===== src/rtl/chs_conf_receiver_if.sv =====
// Handshake/data bundle between a serial config source and chs_conf_receiver.
interface chs_conf_receiver_if;
    logic       start;
    logic       bit_valid;
    logic       inBit;
    logic [7:0] chs_conf;
    logic [3:0] ones_count;
    logic       isEven;
    logic       conf_valid;
    logic       parity_err;
    logic       frame_err;
    logic       busy;

    modport master (
        output start, bit_valid, inBit,
        input  chs_conf, ones_count, isEven,
        input  conf_valid, parity_err, frame_err, busy
    );

    modport slave (
        input  start, bit_valid, inBit,
        output chs_conf, ones_count, isEven,
        output conf_valid, parity_err, frame_err, busy
    );
endinterface


===== src/rtl/chs_conf_receiver.sv =====
// Serial config-byte receiver, MSB first, with a 15-cycle bit timeout.
// Define CHS_PARITY_RX_EN for a trailing parity bit (1 when data has even ones).
module chs_conf_receiver (
    input logic                clk,
    input logic                rst,
    chs_conf_receiver_if.slave bus
);
    typedef enum logic [1:0] {IDLE, DATA, PARITY, DONE} state_t;

    state_t     state_q;
    logic [7:0] shift_q;
    logic [2:0] idx_q;
    logic [3:0] tally_q;
    logic [3:0] tmo_q;
    logic [7:0] conf_q;
    logic [3:0] ones_q;
    logic       even_q;
    logic       cv_q;
    logic       ferr_q;
`ifdef CHS_PARITY_RX_EN
    logic       perr_q;
`endif

    logic [7:0] shift_d;
    logic [3:0] tally_d;
    logic       busy;

    assign shift_d = {shift_q[6:0], bus.inBit};
    assign tally_d = (tally_q == 4'd8) ? tally_q
                   : tally_q + {3'b000, bus.inBit};
    assign busy    = (state_q == DATA) || (state_q == PARITY);

    always_ff @(posedge clk) begin
        if (rst) begin
            state_q <= IDLE;
            shift_q <= 8'h00;
            idx_q   <= 3'd0;
            tally_q <= 4'd0;
            tmo_q   <= 4'd0;
            conf_q  <= 8'h00;
            ones_q  <= 4'd0;
            even_q  <= 1'b1;
            cv_q    <= 1'b0;
            ferr_q  <= 1'b0;
`ifdef CHS_PARITY_RX_EN
            perr_q  <= 1'b0;
`endif
        end else begin
            cv_q   <= 1'b0;
            ferr_q <= 1'b0;
`ifdef CHS_PARITY_RX_EN
            perr_q <= 1'b0;
`endif
            // start wins over bit_valid in IDLE, DATA and PARITY
            if (bus.start && state_q != DONE) begin
                state_q <= DATA;
                shift_q <= 8'h00;
                idx_q   <= 3'd0;
                tally_q <= 4'd0;
                tmo_q   <= 4'd0;
            end else begin
                case (state_q)
                    IDLE: state_q <= IDLE;
                    DATA: begin
                        if (bus.bit_valid) begin
                            shift_q <= shift_d;
                            tally_q <= tally_d;
                            tmo_q   <= 4'd0;
                            idx_q   <= idx_q + 3'd1;
                            if (idx_q == 3'd7) begin
`ifdef CHS_PARITY_RX_EN
                                state_q <= PARITY;
`else
                                state_q <= DONE;
                                conf_q  <= shift_d;
                                ones_q  <= tally_d;
                                even_q  <= ~tally_d[0];
                                cv_q    <= 1'b1;
`endif
                            end
                        end else if (tmo_q == 4'd14) begin
                            state_q <= IDLE;
                            tmo_q   <= 4'd0;
                            ferr_q  <= 1'b1;
                        end else begin
                            tmo_q <= tmo_q + 4'd1;
                        end
                    end
`ifdef CHS_PARITY_RX_EN
                    PARITY: begin
                        if (bus.bit_valid) begin
                            tmo_q <= 4'd0;
                            if (bus.inBit == ~tally_q[0]) begin
                                state_q <= DONE;
                                conf_q  <= shift_q;
                                ones_q  <= tally_q;
                                even_q  <= ~tally_q[0];
                                cv_q    <= 1'b1;
                            end else begin
                                state_q <= IDLE;
                                perr_q  <= 1'b1;
                            end
                        end else if (tmo_q == 4'd14) begin
                            state_q <= IDLE;
                            tmo_q   <= 4'd0;
                            ferr_q  <= 1'b1;
                        end else begin
                            tmo_q <= tmo_q + 4'd1;
                        end
                    end
`endif
                    default: state_q <= IDLE;
                endcase
            end
        end
    end

    assign bus.chs_conf   = conf_q;
    assign bus.ones_count = ones_q;
    assign bus.isEven     = even_q;
    assign bus.conf_valid = cv_q;
    assign bus.frame_err  = ferr_q;
    assign bus.busy       = busy;
`ifdef CHS_PARITY_RX_EN
    assign bus.parity_err = perr_q;
`else
    assign bus.parity_err = 1'b0;
`endif
endmodule


===== src/flat_wrapper.sv =====
// flat-port wrapper written by rule: the top's interface ports become plain ports
module chs_conf_receiver_flat 
  (clk, rst, bus_start, bus_bit_valid, bus_inBit, bus_chs_conf, bus_ones_count, bus_isEven, bus_conf_valid, bus_parity_err, bus_frame_err, bus_busy);
  chs_conf_receiver_if bus_i ();
  input logic clk;
  input logic rst;
  input wire logic [$bits(bus_i.start)-1:0] bus_start;
  input wire logic [$bits(bus_i.bit_valid)-1:0] bus_bit_valid;
  input wire logic [$bits(bus_i.inBit)-1:0] bus_inBit;
  output wire logic [$bits(bus_i.chs_conf)-1:0] bus_chs_conf;
  output wire logic [$bits(bus_i.ones_count)-1:0] bus_ones_count;
  output wire logic [$bits(bus_i.isEven)-1:0] bus_isEven;
  output wire logic [$bits(bus_i.conf_valid)-1:0] bus_conf_valid;
  output wire logic [$bits(bus_i.parity_err)-1:0] bus_parity_err;
  output wire logic [$bits(bus_i.frame_err)-1:0] bus_frame_err;
  output wire logic [$bits(bus_i.busy)-1:0] bus_busy;
  assign bus_i.start = bus_start;
  assign bus_i.bit_valid = bus_bit_valid;
  assign bus_i.inBit = bus_inBit;
  assign bus_chs_conf = bus_i.chs_conf;
  assign bus_ones_count = bus_i.ones_count;
  assign bus_isEven = bus_i.isEven;
  assign bus_conf_valid = bus_i.conf_valid;
  assign bus_parity_err = bus_i.parity_err;
  assign bus_frame_err = bus_i.frame_err;
  assign bus_busy = bus_i.busy;
  chs_conf_receiver u_core (.clk(clk), .rst(rst), .bus(bus_i));
endmodule

===== config.mk =====
export PLATFORM = sky130hd
export DESIGN_NAME = chs_conf_receiver_flat
export DESIGN_NICKNAME = d
export VERILOG_FILES = /design/src/rtl/chs_conf_receiver_if.sv /design/src/rtl/chs_conf_receiver.sv /design/src/flat_wrapper.sv
export SDC_FILE = /design/constraint.sdc
export NUM_CORES = 1
export LEC_CHECK = 0
export ABC_CLOCK_PERIOD_IN_PS = 1610
export BUFFER_PORTS_ARGS = -buffer_cell sky130_fd_sc_hd__buf_2
export CAP_MARGIN = 40
export CORE_MARGIN = 2
export CORE_UTILIZATION = 50
export CTS_CLUSTER_DIAMETER = 150
export DETAILED_ROUTE_END_ITERATION = 7
export HOLD_SLACK_MARGIN = 0.15
export PLACE_DENSITY = 0.85
export REMOVE_ABC_BUFFERS = 1
export SYNTH_ARGS = -nofsm -noshare
export SYNTH_HDL_FRONTEND = slang
export SYNTH_SLANG_ARGS = --single-unit

===== constraint.sdc =====
create_clock -name clk -period 1.61 [get_ports clk]
set_clock_uncertainty 0.2 [all_clocks]
set_input_delay 0.0805 -clock clk [delete_from_list [all_inputs] [get_ports clk]]
set_output_delay 0.0805 -clock clk [all_outputs]
set_load 0.02 [all_outputs]

==> Yosys cells after proc, flatten, opt, wreduce, memory -nomap -nowiden <==
Index checks and enable logic that the tools add are counted.
{ "totals": {"reg_bits": 35, "input_bits": 5, "output_inout_bits": 17, "wordCells": 48} }
{ "op_classes": {"add_sub_neg": 3, "n_eq_ne": 9, "muxes": 10, "bitwise_logic": 4, "reduce_logical": 11} }
{ "op_table": {"columns": ["op", "count"], "rows": [
  ["$mux 4", 3],
  ["$eq 4x4->1 const B", 2],
  ["$ne 4x4->1 const B", 2],
  ["$reduce_or 4->1", 2],
  ["$mux 2", 3],
  ["$reduce_and 2->1", 3],
  ["$add 4x1->4", 1],
  ["$add 4x1->4 const B", 1],
  ["$mux 1", 4],
  ["$not 1->1", 4],
  ["$reduce_and 4->1", 1],
  ["$add 3x1->3 const B", 1],
  ["$eq 3x3->1 const B", 1],
  ["$reduce_or 3->1", 1],
  ["$eq 2x1->1 const B", 1],
  ["$eq 2x2->1 const B", 1],
  ["$ne 2x1->1 const B", 1],
  ["$ne 2x2->1 const B", 1],
  ["$reduce_bool 2->1", 1],
  ["$reduce_or 2->1", 1],
  ["$logic_and 1x1->1", 1],
  ["$logic_or 1x1->1", 1]
]} }

==> Depth between registers and ports, before layout <==
Gate-level depths: netlist of run 1.
{ "depth": {"depth_word": 5, "depth_mapped": 8, "ltp_nobuf": 5} }

==> Least setup slack after synthesis of run 1 <==
Ideal clock, no wire load.
{ "synth_timing": {"path_type": "reg-to-reg", "startpoint": "register u_core.idx_q[0]", "endpoint": "register u_core.ones_q[3], in the netlist u_core.bus.ones_count[3]", "setup_ps": 88, "t_arrival_ps": 1363, "t_required_ps": 1322, "setup_slack_ps": -41, "path_stages_with_launch": 7, "period_less_slack_ps": 1651, "cell_sequence": "dfxtp_1 ha_1 ha_1 and3_1 buf_2 buf_4 a311oi_2"} }
{ "synth_between": {"elab_chain_cells": 2} }
{ "synth_rtl": {"columns": ["item", "line", "rtl"], "rows": [
  ["start: declaration", "chs_conf_receiver.sv:12", "logic [2:0] idx_q;"],
  ["start signal: assignment", "chs_conf_receiver.sv:69", "idx_q <= idx_q + 3'd1;"],
  ["$eq 3x3->1", "chs_conf_receiver.sv:70", "if (idx_q == 3'd7) begin"],
  ["$reduce_and 4->1 (no source line)", null, null],
  ["end signal: assignment", "chs_conf_receiver.sv:76", "ones_q <= tally_d;"],
  ["end: declaration", "chs_conf_receiver.sv:16", "logic [3:0] ones_q;"]
]} }
No other way between the ends.
A chain may end at the register's enable or synchronous reset.

==> Worst setup path in the final report of run 1 <==
{ "layout_timing": {"startpoint": "register u_core.idx_q[0]", "endpoint": "register u_core.ones_q[0], in the netlist u_core.bus.ones_count[0]"} }
Same word-level chain as after synthesis.

==> results of run 1 <==
-- cells in the mapped netlist (2+ instances only) --
cell | number | area share
dfxtp_1 | 35 | 0.46
a21o_1 | 2 | 0.0099
nand4_1 | 2 | 0.0083
nand2_1 | 26 | 0.064
buf_4 | 3 | 0.015
buf_2 | 7 | 0.023
inv_1 | 3 | 0.0074
ha_1 | 8 | 0.066
nand3_1 | 17 | 0.056
a21oi_1 | 29 | 0.096
nand2b_1 | 2 | 0.0083
xor2_1 | 2 | 0.012
o21ai_0 | 12 | 0.040
clkbuf_1 | 4 | 0.0099
nor2_1 | 3 | 0.0074
nand3b_1 | 2 | 0.0099
a31oi_1 | 3 | 0.012
-- cells by family after synthesis --
kind of cell / after synthesis / share of synthesized area
AND/OR/NAND/NOR: 62 / 0.207
flip-flops: 35 / 0.462
adder cells (fa/ha/maj): 8 / 0.0661
XOR/XNOR: 3 / 0.0173
other: 1 / 0.00247
buffers and inverters: 19 / 0.0652
AO/OA/AOI/OAI: 49 / 0.179
-- worst max-delay path, cell delays in order, from the launching register on --
cell and delay, ns:
dfxtp_2 0.38, ha_4 0.15, ha_4 0.14, buf_6 0.10, nand3_4 0.10, clkbuf_16 0.20, o21ai_2 0.11, a21oi_1 0.08
-- state kept, by name (all words and copies together) (netlist names) --
register and cells:
u_core.bus.chs_conf 8, u_core.shift_q 7, u_core.bus.ones_count 4, u_core.tally_q 4, u_core.tmo_q 4, u_core.idx_q 3, u_core.state_q 2, u_core.bus.conf_valid 1
u_core.bus.frame_err 1, u_core.bus.isEven 1
-- routing by layer --
metal | global-route usage | vias up
met5 | 0 | -
met4 | 0.104 | 0
met1 | 0.218 | 639
met3 | 0.0721 | 7
li1 | - | 680
met2 | 0.329 | 43
-- report_power, final --
part | internal, W | switching [W] | total [W]
clock network | 0.000166 | 0.000315 | 0.000482
registers | 0.000870 | 0.00000487 | 0.000875
logic | 0.0000464 | 0.0000695 | 0.000116
-- what timing repair did --
item | CTS | global route
gates resized for setup | 13 | 36
hold endpoints to repair | 33 | 0
setup buffers | 1 | 0
hold buffers | 4 | 0
pin swaps | 0 | 3
setup endpoints to repair | 28 | 33
cloned | 0 | 1
-- worst paths after layout --
| path | end | slack, ns | startpoint | cells after the start |
|---|---|---|---|---|
| worst min-delay path | u_core.shift_q[5] | 0.26 | u_core.shift_q[4] | 2 |
| worst min register to register | u_core.shift_q[5] | 0.26 | u_core.shift_q[4] | 2 |
| worst max register to register | u_core.bus.ones_count[0] | 0.04 | u_core.idx_q[0] | 7 |
| worst max-delay path | u_core.bus.ones_count[0] | 0.04 | u_core.idx_q[0] | 7 |
-- per-stage QoR --
stage	power (W)	util	cells	cell area, µm²
finish	0.00147	0.700	240	1980
global route	0.00153	0.700	240	1980
detailed placement	0.000984	0.601	227	1700
floorplan	0.000933	-	162	1430
CTS	0.00147	0.648	240	1830
global placement	0.000983	0.601	227	1700
-- cell usage in the layout (no fill, tap or decap), types with 3 or more instances in the layout --
cell / n
dfxtp_1: 29
a21oi_1: 28
nand2_1: 26
buf_2: 19
nand3_1: 16
buf_4: 11
o21ai_2: 6
dfxtp_2: 6
ha_4: 5
clkbuf_4: 5
dlygate4sd3_1: 4
o21ai_1: 3
nor2_1: 3
ha_1: 3
-- layout make-up --
type,instances,area share
Clock buffer,5,0.0190
Tap cell,31,0.0196
Clock inverter,3,0.0101
Timing Repair Buffer,39,0.154
Sequential cell,35,0.358
Multi-Input combinational cell,123,0.432
Inverter,4,0.00758
==> metrics, run 1 <==
largest net degree at the start of global routing=16; port bufs=20; fin nets=221; crit-path max FO=6; Filler cells=208; Num CTS Buffers=5; total gr overflow=0; later-pin clock latency in the skew report=0.35 ns; Tmin final=1.57 ns; n_diodes=0; worst endpoint data arrival time=1.61 ns; setup TNS=0 ns; Detail Route met2 WL=1.83 mm; Routed WL=3.54 mm; post-synthesis sequential area ratio=0.462; antenna violations before repair=0; Distinct cells, synth=34; Post-synth ARST share=0; kind of critical path=register to register; DRC Markers=0; area of the multi-input gates=856 µm²; clk sink count=35; PD cells=743 nW/µm²; Vias=1369; Worst EP required=1.65 ns; final setup violation count=0; Post-Synthesis Cells=177; critical path launch point type=register; die area=3490 µm²; Rows=19; Fmax=638 MHz; outcome=finished clean; PnR worst setup slack=0.0427 ns; FF+latch count, synth=35; Die H=59.1 µm; Max Slew Vio Count=0; Met3 Routed Length=164 µm; setup slack at placement=-0.141 ns; Leak Pwr=0.719 nW; I/O pins=22; Worst VDD drop=0.548 mV; Initial Util=0.536; Post-synth EDFFs=0; vias in the first global route=1220; DR pass1 iterations=4; Yosys Warn Count=0; area delta synth->final=30.7%; CTS max path bufs=2; Final ANT Viol Nets=0; top layer in use=met4; Hold/Removal Path Class=register to register; Vias/cell=5.70; Worst-path clk slew=0.12 ns; dominant synthesized flop cell=dfxtp_1; first-pass GRT wire length=5.09 mm; Avg Cell Area, Syn=8.56 µm²; Core ar.=2830 µm²; Hold Vio Cnt, Final=0; Die X=59.1 µm; worst hold margin=0.255 ns; TritonCTS clock tree=done; initial DRC count=85; final worst-path cycle share=0.973; MaxCap Viol Count=0; share of layout cells above drive strength 1=0.354; H-tree depth=2; gp weighted congestion=0.807; Post-Syn Area=1520 µm²; hpwl dp=2.13 mm; GR Util All Layers=0.197; register area=708 µm²; crit end category=register; root buffer cell=clkbuf_4; WL per Instance=14.7 µm; WL met1=1.49 mm
(Power assumes the default switching activity.)
==> run 2, diff against run 1 <==
--- a/config.mk
+++ b/config.mk
@@ -5,16 +5,15 @@
 export SDC_FILE = /design/constraint.sdc
 export NUM_CORES = 1
 export LEC_CHECK = 0
-export ABC_CLOCK_PERIOD_IN_PS = 1610
+export ABC_CLOCK_PERIOD_IN_PS = 2000
 export BUFFER_PORTS_ARGS = -buffer_cell sky130_fd_sc_hd__buf_2
 export CAP_MARGIN = 40
 export CORE_MARGIN = 2
-export CORE_UTILIZATION = 50
+export CORE_UTILIZATION = 59
 export CTS_CLUSTER_DIAMETER = 150
 export DETAILED_ROUTE_END_ITERATION = 7
 export HOLD_SLACK_MARGIN = 0.15
-export PLACE_DENSITY = 0.85
-export REMOVE_ABC_BUFFERS = 1
+export PLACE_DENSITY = 0.93
 export SYNTH_ARGS = -nofsm -noshare
 export SYNTH_HDL_FRONTEND = slang
 export SYNTH_SLANG_ARGS = --single-unit
==> constraint.sdc (replaced) <==
create_clock -name clk -period 2 [get_ports clk]
set_clock_uncertainty 0.2 [all_clocks]
set_input_delay 0.1 -clock clk [delete_from_list [all_inputs] [get_ports clk]]
set_output_delay 0.1 -clock clk [all_outputs]
set_load 0.02 [all_outputs]
==> run 2 against run 1 <==
Compared with the run above: flip-flop and latch count unchanged; via count fell by 1.5%; global-route usage is 4.2 points higher; final cell count is 5.0% lower; power fell by 14%; combinational power shrank 36%; count of clock-buffer cells in the layout up 1; critical path type unchanged; largest cell class unchanged; highest routed layer unchanged.
==> metrics, run 2 (synthesis results as in run 1) <==
outcome=finished clean; crit end category=register; Vias=1348 (-1.5%); most common cell after layout, fill and taps aside=dfxtp_1; Routed WL=3.32 mm (-6.3%); largest net degree at the start of global routing=16 (unchanged); area delta synth->final=15.2%; CTS max path bufs=2 (unchanged); antenna violations before repair=0 (unchanged); Worst VDD drop=0.972 mV (+77%); later-pin clock latency in the skew report=0.35 ns (about the same); most frequent cells in the layout=34 x dfxtp_1, 29 x a21oi_1, 26 x nand2_1; final worst-path cycle share=0.955 (-0.0189); Fmax=524 MHz (-18%); crit-path max FO=7 (+1); Final ANT Viol Nets=0 (unchanged); Initial Util=0.617 (+0.0816); first-pass GRT wire length=4.99 mm (-1.9%); CP Launch Point=u_core.state_q[0]; placed insts=216 (-4.8%); Net Count, Synth=190; Vias/cell=5.91 (+3.6%); Largest register FFs=8 (unchanged); Crit path largest cell delay=0.58 ns (+0.20 ns); root buffer cell=clkbuf_4; RSZ-0062 raised after global routing=no; Hold/Removal Path Class=register to register; kind of critical path=register to register; flop2flop setup slack=0.09 ns (+0.05 ns); gp weighted congestion=0.802 (-0.66%); WL per Instance=14.5 µm (-1.4%); initial DRC count=59 (-31%); hpwl dp=2.16 mm (+1.5%); CP max-delay cell=dlygate4sd3_1; Detail Route met2 WL=1.66 mm (-9.4%); final setup violation count=0 (unchanged); register area=702 µm² (-0.88%); setup TNS=0 ns (unchanged); Max Slew Vio Count=0 (unchanged); DRC Markers=0 (unchanged); Core ar.=2450 µm² (-13%); worst endpoint data arrival time=2.01 ns (+0.40 ns); Worst slew margin=0.637; Non-Filler Instances=228 (-5.0%); PD cells=726 nW/µm² (-2.4%); vias in the first global route=1133 (-7.1%); die area=2990 µm² (-14%); hold path start=u_core.shift_q[6]; crit-path leading delay family=buffers and inverters; Hold Vio Cnt, Final=0 (unchanged); Rows=18 (-1); DR pass1 iterations=4 (unchanged); Worst EP required=2.10 ns (+0.45 ns); Num CTS Buffers=5 (unchanged); TritonCTS clock tree=done; total gr overflow=0 (unchanged); Worst-path clk slew=0.11 ns (about the same); Filler cells=158 (-24%); I/O pins=22 (unchanged); MaxCap Viol Count=0 (unchanged); CP bufs+invs=1 (-1); GR Util All Layers=0.239 (+0.0424); H-tree depth=2 (unchanged); area of the multi-input gates=739 µm² (-14%); share of layout cells above drive strength 1=0.192 (-0.162); top layer in use=met4; clk sink count=35 (unchanged); Tmin final=1.91 ns (+0.342 ns); CP cell instances=ha_1 -> nand2b_4 -> nand2b_2 -> nor4_1 -> dlygate4sd3_1; critical path launch point type=register; fin nets=211 (-4.5%); Met3 Routed Length=197 µm (+20%); Die H=54.7 µm (-7.4%); Die X=54.7 µm (-7.4%); Slew @ Worst Pin=0.543 ns; port bufs=20 (unchanged); Leak Pwr=0.660 nW (-8.3%); n_diodes=0 (unchanged); WL met1=1.40 mm (-5.8%); worst hold margin=0.265 ns (+0.00943 ns); Worst R2R Start=u_core.state_q[0]
run 2: cell types whose count changed in the layout (fill, tap and decap cells not counted), moves of 3 or more:
cell | before | now
o21ai_0 | 2 | 12
ha_4 | 5 | 1
o21ai_2 | 6 | 0
dfxtp_2 | 6 | 1
ha_1 | 3 | 7
o21ai_1 | 3 | 0
buf_4 | 11 | 4
dfxtp_1 | 29 | 34
run 2: layer usage:
layer,vias to the layer above,GRT usage
met2,51,0.405
met3,8,0.0710
met1,631,0.270
met5,-,0
met4,0,0.121
li1,658,-
run 2: worst register-to-register path, cell delays in order (launching register included):
cell and delay [ns]:
dfxtp_2 0.39, ha_1 0.19, nand2b_4 0.14, nand2b_2 0.12, nor4_1 0.24, dlygate4sd3_1 0.58
run 2: final cells by class:
| cell class | instances | area share |
|---|---|---|
| clock buffer | 6 | 0.0237 |
| clock inverter | 1 | 0.0172 |
| timing repair buffer | 29 | 0.103 |
| inverter | 4 | 0.00860 |
| multi-input combinational | 123 | 0.424 |
| sequential | 35 | 0.402 |
| tap | 30 | 0.0215 |
run 2: stage by stage:
stage	setup slack [ns]	area, µm²	util	power (W)
2_1_floorplan	0.349	1520	-	0.000765
3_3_place_gp	0.256	1600	0.651	0.000776
3_5_place_dp	0.146	1600	0.651	0.000779
4_1_cts	0.0534	1720	0.701	0.00126
5_1_grt	0.0408	1750	0.711	0.00130
6_report	0.0908	1750	0.711	0.00127
run 2: worst paths after layout:
check	endpoint	cells after the start
setup / recovery	u_core.bus.frame_err	5
hold / removal	u_core.shift_q[6]	2
hold reg to reg	u_core.shift_q[6]	2
setup reg to reg	u_core.bus.frame_err	5
run 2: where the power goes:
part / switching, W / internal, W
clock network: 0.000232 / 0.000258
logic: 0.0000478 / 0.0000260
registers: 0.00000338 / 0.000700
run 2: repair_timing:
| action | 4_1_cts | 5_1_grt |
|---|---|---|
| gates resized for setup | 0 | 6 |
| hold endpoints to repair | 24 | 0 |
| hold buffers | 5 | 0 |
| setup buffers | 0 | 0 |
| setup endpoints to repair | 0 | 3 |
==> run 3, diff against run 2 <==
--- a/config.mk
+++ b/config.mk
@@ -8,12 +8,15 @@
 export ABC_CLOCK_PERIOD_IN_PS = 2000
 export BUFFER_PORTS_ARGS = -buffer_cell sky130_fd_sc_hd__buf_2
 export CAP_MARGIN = 40
+export CELL_PAD_IN_SITES_DETAIL_PLACEMENT = 0
+export CELL_PAD_IN_SITES_GLOBAL_PLACEMENT = 1
 export CORE_MARGIN = 2
-export CORE_UTILIZATION = 59
+export CORE_UTILIZATION = 44
 export CTS_CLUSTER_DIAMETER = 150
 export DETAILED_ROUTE_END_ITERATION = 7
 export HOLD_SLACK_MARGIN = 0.15
-export PLACE_DENSITY = 0.93
+export PLACE_DENSITY = 0.92
 export SYNTH_ARGS = -nofsm -noshare
 export SYNTH_HDL_FRONTEND = slang
 export SYNTH_SLANG_ARGS = --single-unit
+export TNS_END_PERCENT = 10
==> run 3 against run 2 <==
Compared with the run above: global-route usage fell by 6.6 points; critical path type unchanged; design area rose by 1.3%; via count down 4.3%; critical path depth unchanged; critical endpoint is now u_core.bus.ones_count[3]; power up 10%; routed wire length fell by 5.7%.
==> metrics, run 3 (synthesis results as in run 1) <==
outcome=finished clean; TritonCTS clock tree=done; CTS max path bufs=2 (unchanged); Clock power frac=0.448 (+0.061); Routed WL=3.13 mm (-5.7%); DR pass1 iterations=4 (unchanged); CTS resizes=0 (unchanged); n_diodes=0 (unchanged); clk sink count=35 (unchanged); setup TNS=0 ns (unchanged); Vias/cell=5.27 (-11%); first-pass GRT wire length=5.39 mm (+8.0%); Sw Share=0.204 (-0.0198); initial DRC count=63 (+6.8%); Max Slew Vio Count=0 (unchanged); CP max-delay cell=and3_1; Leak Pwr=0.669 nW (+1.4%); port bufs=20 (unchanged); Hold Vio Cnt, Final=0 (unchanged); I/O pins=22 (unchanged); crit end category=register; Rows=21 (+3); WL per Instance=12.8 µm (-12%); Worst slew margin=0.625 (-0.0116); logic gate share of total power=0.050 (-0.008); Core Util, Final=0.534 (-0.177); WHS Path Cells=2 (unchanged); R2R depth=5 (unchanged); postcts setup bufs=0 (unchanged); Slew @ Worst Pin=0.561 ns (+0.0174 ns); cell mode on critical path=ha_1; Worst EP required=2.05 ns (-0.05 ns); Largest register FFs=8 (unchanged); crit-path max FO=14 (+7); gp weighted congestion=0.739 (-7.8%); MaxCap Viol Count=0 (unchanged); die area=3930 µm² (+31%); GR Util All Layers=0.174 (-0.0658); area delta synth->final=16.7%; final setup violation count=0 (unchanged); kind of critical path=register to register; largest net degree at the start of global routing=16 (unchanged); most frequent cells in the layout=35 x dfxtp_1, 29 x a21oi_1, 26 x nand2_1; Num CTS Buffers=5 (unchanged); P_int=0.00111 W (+13%); Worst VDD drop=0.307 mV (-68%); Worst-path clk slew=0.11 ns (about the same); final worst-path cycle share=0.919 (-0.0355); Net Count, Synth=190 (unchanged); worst endpoint data arrival time=1.89 ns (-0.12 ns); CP cell instances=ha_1 -> ha_1 -> and3_1 -> a21oi_1 -> a311oi_2; fin nets=211 (unchanged); sequential group share of total power=0.502 (-0.053); Hold/Removal Path Class=register to register; Vias=1290 (-4.3%); critical path launch point type=register; Die X=62.7 µm (+15%); Tmin final=1.84 ns (-0.0710 ns); vias in the first global route=1206 (+6.4%); Fmax=544 MHz (+3.9%); Core ar.=3310 µm² (+35%); total gr overflow=0 (unchanged); antenna violations before repair=0 (unchanged); hpwl dp=2.26 mm (+4.2%); Final ANT Viol Nets=0 (unchanged); RSZ-0062 raised after global routing=no; DRC Markers=0 (unchanged); Crit path largest cell delay=0.46 ns (-0.12 ns); share of layout cells above drive strength 1=0.176 (-0.0160); later-pin clock latency in the skew report=0.33 ns (-0.02 ns); root buffer cell=clkbuf_4; Die H=62.7 µm (+15%); Initial Util=0.458 (-0.160); net load switching power=0.000285 W (+0.73%); PD cells=792 nW/µm² (+9.1%); most common cell after layout, fill and taps aside=dfxtp_1; H-tree depth=2 (unchanged)
## run 3: area by class of cell
cell class	instances	area [µm²]
clock buffers	6	41.3
clock inverters	2	60.1
fillers	321	1540
inverters	4	15.0
multi-input cells	123	716
flip-flops and latches	35	701
well taps	46	57.6
repair buffers	29	178
## run 3: path summary, 6_finish.rpt
check	from	to	slack, ns
setup / recovery	u_core.idx_q[0]	u_core.bus.ones_count[3]	0.16
hold / removal	u_core.shift_q[6]	u_core.shift_q[6]	0.27
setup reg to reg	u_core.idx_q[0]	u_core.bus.ones_count[3]	0.16
hold reg to reg	u_core.shift_q[6]	u_core.shift_q[6]	0.27
## run 3: per-stage QoR
step	setup WS, ns	instances	hold slack, ns	area (µm²)	total power, W
2_1_floorplan	0.349	177	-0.0321	1520	0.000765
3_5_place_dp	0.191	233	0.192	1630	0.000781
3_3_place_gp	0.252	233	0.183	1630	0.000779
4_1_cts	0.156	245	0.274	1770	0.00141
6_report	0.162	245	0.272	1770	0.00140
5_1_grt	0.0207	245	0.293	1770	0.00145
## run 3: routing by layer
layer,up-vias,wire (µm),track usage
met3,7,155,0.0559
met1,593,1480,0.219
met5,-,0,0
met4,0,63,0.0639
met2,30,1430,0.278
li1,660,-,-
## run 3: what timing repair did
action | CTS | global route
hold buffers | 4 | 0
endpoints found under the hold margin | 27 | 0
endpoints found under the setup margin | 0 | 0
## run 3: worst max-delay path: cells and delay by family (launching register included)
kind | cells | cell delay (ns)
AOI/OAI and AO/OA | 2 | 0.40
adders and majority gates | 2 | 0.33
DFF | 1 | 0.36
and+or+nand+nor | 1 | 0.46
## run 3: power by group through the flow
stage	registers, W	logic, W	clock network (W)
after global placement	0.000718	0.0000615	0
after floorplan	0.000717	0.0000475	0
after global routing	0.000703	0.0000773	0.000673
after CTS	0.000702	0.0000696	0.000640
final	0.000702	0.0000698	0.000627
after detailed placement	0.000718	0.0000630	0
